$ cat src/rtl/data_demux_stream.sv
// data_demux_stream: routes one valid/ready input stream to one of two
// output streams by a per-word select. Each output is buffered by its own
// DEPTH-entry FIFO, and each output counts the words it has delivered.
module data_demux_stream #(
    parameter int WIDTH = 16,
    parameter int DEPTH = 2
) (
    input  logic                       clk,
    input  logic                       rst_n,
    input  logic [WIDTH-1:0]           in_data,
    input  logic                       in_sel,
    input  logic                       in_valid,
    output logic                       in_ready,
    output logic [WIDTH-1:0]           out0_data,
    output logic                       out0_valid,
    input  logic                       out0_ready,
    output logic [WIDTH-1:0]           out1_data,
    output logic                       out1_valid,
    input  logic                       out1_ready,
    output logic [$clog2(DEPTH):0]     occ0,
    output logic [$clog2(DEPTH):0]     occ1,
    output logic [15:0]                del0,
    output logic [15:0]                del1
);

    localparam int PW = $clog2(DEPTH);
    localparam int OW = PW + 1;
    localparam logic [OW-1:0] FULL_COUNT = OW'(DEPTH);

    // Per-channel status/handshake vectors, index = output number
    logic [1:0]            full;
    logic [1:0]            push;
    logic [1:0]            pop;
    logic [1:0]            valid;
    logic [1:0]            out_ready;
    logic [1:0][WIDTH-1:0] head;
    logic [1:0][OW-1:0]    occ_vec;
    logic [1:0][15:0]      del_vec;
    logic                  accept;

    assign out_ready = {out1_ready, out0_ready};

    // Ready depends only on the selected FIFO's registered occupancy, so a
    // full target stalls the input even if the other FIFO has room and a pop
    // on the full FIFO is happening this cycle.
    assign in_ready = in_sel ? !full[1] : !full[0];
    assign accept   = in_valid && in_ready;

    generate
        for (genvar gi = 0; gi < 2; gi++) begin : g_fifo
            logic [WIDTH-1:0] mem_reg [DEPTH];
            logic [PW-1:0]    wr_ptr_reg;
            logic [PW-1:0]    rd_ptr_reg;
            logic [OW-1:0]    occ_reg;
            logic [OW-1:0]    occ_next;
            logic [15:0]      del_reg;

            assign push[gi]    = accept && (in_sel == 1'(gi));
            assign valid[gi]   = (occ_reg != '0);
            assign pop[gi]     = valid[gi] && out_ready[gi];
            assign full[gi]    = (occ_reg == FULL_COUNT);
            assign head[gi]    = mem_reg[rd_ptr_reg];
            assign occ_vec[gi] = occ_reg;
            assign del_vec[gi] = del_reg;

            // Occupancy: +1 on push only, -1 on pop only, else unchanged
            always_comb begin
                occ_next = occ_reg;
                case ({push[gi], pop[gi]})
                    2'b10:   occ_next = occ_reg + OW'(1);
                    2'b01:   occ_next = occ_reg - OW'(1);
                    default: occ_next = occ_reg;
                endcase
            end

            // Storage: cleared on reset so the head reads 0 afterwards
            always_ff @(posedge clk) begin
                if (!rst_n) begin
                    for (int i = 0; i < DEPTH; i++) begin
                        mem_reg[i] <= '0;
                    end
                end else if (push[gi]) begin
                    mem_reg[wr_ptr_reg] <= in_data;
                end
            end

            // Pointers, occupancy and delivered-word counter
            always_ff @(posedge clk) begin
                if (!rst_n) begin
                    wr_ptr_reg <= '0;
                    rd_ptr_reg <= '0;
                    occ_reg    <= '0;
                    del_reg    <= '0;
                end else begin
                    occ_reg <= occ_next;
                    if (push[gi]) begin
                        wr_ptr_reg <= wr_ptr_reg + PW'(1);
                    end
                    if (pop[gi]) begin
                        rd_ptr_reg <= rd_ptr_reg + PW'(1);
                        del_reg    <= del_reg + 16'd1;
                    end
                end
            end
        end
    endgenerate

    assign out0_data  = head[0];
    assign out1_data  = head[1];
    assign out0_valid = valid[0];
    assign out1_valid = valid[1];
    assign occ0       = occ_vec[0];
    assign occ1       = occ_vec[1];
    assign del0       = del_vec[0];
    assign del1       = del_vec[1];

endmodule

$ cat config.mk
export PLATFORM = sky130hd
export DESIGN_NAME = data_demux_stream
export DESIGN_NICKNAME = d
export VERILOG_FILES = /design/src/rtl/data_demux_stream.sv
export SDC_FILE = /design/constraint.sdc
export NUM_CORES = 1
export LEC_CHECK = 0
export ABC_CLOCK_PERIOD_IN_PS = 3200
export BUFFER_PORTS_ARGS = -buffer_cell sky130_fd_sc_hd__clkbuf_2
export CAP_MARGIN = 20
export CORE_MARGIN = 8
export CORE_UTILIZATION = 45
export CTS_BUF_LIST = sky130_fd_sc_hd__clkbuf_4 sky130_fd_sc_hd__clkbuf_8 sky130_fd_sc_hd__clkbuf_16
export DETAILED_ROUTE_END_ITERATION = 10
export GPL_TIMING_DRIVEN = 0
export PLACE_DENSITY = 0.72
export RECOVER_POWER = 100
export SLEW_MARGIN = 10
export SYNTH_ARGS = -nofsm -noshare
export SYNTH_HDL_FRONTEND = slang
export SYNTH_SLANG_ARGS = --single-unit
$ cat constraint.sdc
create_clock -name clk -period 3.2 [get_ports clk]
set_input_delay 0.48 -clock clk [delete_from_list [all_inputs] [get_ports clk]]
set_output_delay 0.48 -clock clk [all_outputs]
set_load 0.005 [all_outputs]
-- Yosys cells after proc, flatten, opt, wreduce, memory -nomap -nowiden
Memory sizes are Yosys's and may differ from the RTL's. A register that Yosys moved wholly into a read port is not among the register bits.
Index checks and enable logic that the tools add are counted.
- add/sub/neg operators: 10
- eq/ne operators: 6
- mux-type cells: 20
- bitwise logic cells: 1
- reductions and logical operators: 13
- operators by type and width (operator ; number):
    $add 16x1->16 const B ; 2
    $mux 16 ; 2
    $reduce_or 16->1 ; 2
    $mux 1 ; 16
    $eq 2x2->1 const B ; 4
    $pmux 2 s2 ; 2
    $reduce_bool 2->1 ; 4
    $logic_and 1x1->1 ; 5
    $add 1x1->1 const B ; 4
    $add 2x1->2 const B ; 2
    $eq 2x1->1 const B ; 2
    $sub 2x1->2 const B ; 2
    $logic_not 1->1 ; 2
    $not 1->1 ; 1
- register bits: 40
- RAM bits: 64
- bits of input ports: 22
- logic and storage cells: 60
- memories kept: 2
- memories (memory ; words ; width ; read ports ; clocked after Yosys merged registers in ; wr ports ; line ; text):
    g_fifo[0].mem_reg ; 2 ; 16 ; 1 ; 1 ; 2 ; 51 ; logic [WIDTH-1:0] mem_reg [DEPTH];
    g_fifo[1].mem_reg ; 2 ; 16 ; 1 ; 1 ; 2 ; 51 ;

-- Depth between registers and ports, before layout
- word-level depth: 10
- gate-level depth with buffers: 7
- mapped depth without buffers: 7

-- Worst setup path after synthesis
OpenSTA, ideal clock, no wires.
- path kind: reg2reg
- start: register g_fifo[0].occ_reg[0], in the netlist occ0[0]
- end: memory g_fifo[0].mem_reg[0][0], enable pin
- setup time: 0.411 ns
- arrival time: 2.037 ns
- required time: 2.789 ns
- path slack: 0.751 ns
- cell stages (with the launch flop): 4
- buffers on the path: 0
- clock period less this slack: 2.449 ns
- cell sequence: dfxtp_1 > nand2b_1 > nand3b_1 > o21ai_0
- RTL lines (element ; line ; text):
    start: declaration ; 54 ; logic [OW-1:0] occ_reg;
    start signal: assignment ; 95 ; occ_reg <= occ_next;
    end: declaration ; 51 ;

==> results.ini <==
[global_routing]
antenna_found_initial=0
grt_pass1_wl_um=16000
first_global_vias=3387
track_usage_pct=14.3
grt_start_max_net_pins=18
grt-ovfl-total=0

[cts]
clockBufferDepth=2
ctsHoldBuffers=0
clk-insertion-delay-late_ns=0.36
cts_buffers=9
cts.sinks=106
h-tree-depth=3
postCtsSetupBuffers=0
cts_tree=done
cts_root_buf=clkbuf_8
path_clk_slew_ns=0.10
cts_resized=0

[synthesis]
netlist_top_cells_area=edfxtp_1, dfxtp_1, and2_1
yosysTopAreaCell=edfxtp_1
async_flop_share_pct=0
syn-instance-count=390
synth_nets=416
seq_area_frac_synth_pct=59.2
syn_area_um2=4670
avgSynthCellArea_um2=12.0
synth.yosys.warnings=0
synth-seq-cells=106
yosysUniqueCellTypes=34
synth_ff_type=edfxtp_1
synth_edf_count=64
netlist.area_leader.share_pct=41.2

[place]
routabilityCongestion=0.772
dp_hpwl_um=7330
dpl.cell_count=618
numPortBuffers=92

[worst_hold_path]
min_path_type=in -> reg

[drt]
viasPerCell=5.04
vias=3197
first_pass_iters=4
drcViolationCount=0
finalWirelength_um=10000
post_drt_wl_per_cell_um=15.8
drtIter0Drc=133
ant_nets=0

[power_and_ir_drop]
clkPwrFrac_pct=24.1
cellInternalPower_mw=2.20
worst_ir_drop_vdd_v=0.000336
p_leak_nw=1.99
p_sw_share_pct=28.5
p_sw_mw=0.880
seqPwrFrac_pct=53.7
p_comb_share_pct=22.2
cellPowerDensity_nw_per_um2=574

[cells_and_area]
drive_gt1_share_pct=17.3
multi_input_area_um2=1780
stdcell_count=634
antenna_cells=0
synthToLayoutAreaGrowth_pct=15.1
fillers=969
regArea_um2=2760
nets=519
largest_reg_flops=64

[outcome]
status=complete, but fails checks
violations=capacitance limit, slew limit

[critical_path]
worstPathArrival_ns=2.06
worstPathCellList=clkbuf_1 > clkbuf_1 > mux2_1 > clkbuf_2
cp_common_cell=clkbuf_1
slowest_stage=clkbuf_1
path_max_fanout=10
crit_type=reg -> out
cpPeakStageDelay_ns=0.51
startpoint_type=register
required_ns=2.72
endpoint_kind=output port

[sta]
fin_tns_setup_ns=0
relSlewSlack_pct=-3.86
timing.fmax_mhz=394
setup_viol=0
fin_skew_ns=0.0109
grt_setup_unrepaired=false
tightestPinTransition_ns=1.55
post-route-min-period_ns=2.54
hold_viol_final=0
slew_viol_final=17
finalCritPeriodShare_pct=79.3

[floorplan]
initial_core_util_pct=45.8
die_h_um=118
die_area_um2=13900
core_area_um2=10200
row_count=37
ioPinCount=93
die_x_um=118

[flow_run]
maxCapViolations=2

==> synthesized netlist by cell type (all sizes together), types with 2 or more instances <==
cell type  instances
a21oi              9
and2              64
and3               3
clkbuf            14
dfxtp             42
edfxtp            64
ha                 4
inv               10
mux2              33
mux2i              4
nand2             14
nand2b             6
nand3             11
nand4              6
nor2              31
nor3              10
nor4               5
o21ai             10
o31ai              2
or2                4
or3                7
or4                4
xnor2             21
xor2               8
==> layer usage <==
| layer | up-vias | global-route usage (%) | part of all wire (%) |
|---|---|---|---|
| li1 | 1559 | - | - |
| met1 | 1532 | 15.3 | 43 |
| met2 | 95 | 26.3 | 51 |
| met3 | 11 | 3.84 | 5.4 |
| met4 | 0 | 4.88 | 0.97 |
| met5 | - | 0 | 0 |
==> power groups by stage <==
stage / Combinational, mW / Sequential, mW / Clock (mW)
floorplan: 0.451 / 1.68 / 0
global placement: 0.717 / 1.69 / 0
detailed placement: 0.740 / 1.70 / 0
CTS: 0.747 / 1.67 / 0.758
global route: 0.763 / 1.67 / 0.807
finish: 0.685 / 1.66 / 0.743
==> layout make-up <==
class | count | area share [%]
plain buffers | 15 | 1.05
clock inverters | 5 | 0.559
inverters | 10 | 0.698
clock buffers | 11 | 2.70
repair buffers | 92 | 7.33
well taps | 136 | 3.17
multi-input cells | 259 | 33.1
flip-flops and latches | 106 | 51.4
==> cell usage in the layout, fill, tap and decap left out, types with 8 or more instances in the layout <==
master,count
mux2_2,28
and2_1,28
nand2_1,14
inv_1,11
nor3_1,10
clkbuf_1,67
clkbuf_8,10
a21oi_1,9
nand3_1,11
xnor2_1,21
xor2_1,8
edfxtp_1,64
clkbuf_2,39
dfxtp_1,42
nor2_1,31
and2_0,36
==> per-stage QoR <==
stage	worst slack (ns)	power [mW]	area, um2	util [%]	hold slack (ns)
2_1_floorplan	0.751	2.13	4670	-	0.462
5_1_grt	0.430	3.24	5370	52.8	0.450
3_3_place_gp	0.0573	2.40	5300	52.0	0.456
4_1_cts	0.603	3.17	5490	53.9	0.430
6_report	0.662	3.08	5370	52.8	0.447
3_5_place_dp	0.863	2.44	5310	52.1	0.471
==> final timing paths <==
path	cells past startpoint	from	endpoint	slack (ns)
setup / recovery	4	register	out0_data[5]	0.66
hold / removal	2	in_data[4]	g_fifo[0].mem_reg[1][4]	0.45
hold reg to reg	2	del1[15]	del1[15]	0.48
setup reg to reg	3	occ0[0]	g_fifo[0].mem_reg[1][11]	0.67
==> logic make-up after synthesis <==
kind of cell    synth area share (%)
buf+inv                         2.01
fa+ha+maj                       1.07
compound gates                  3.03
mux                             8.82
xor+xnor                        5.44
simple gates                    20.4
flops                           59.2
==> worst max-delay path, delay by kind of cell, from the launching register on <==
| kind | cells | cell delay, ns |
|---|---|---|
| muxes | 1 | 0.41 |
| buffers and inverters | 3 | 0.97 |
| DFF | 1 | 0.32 |
(Power assumes the default switching activity.)
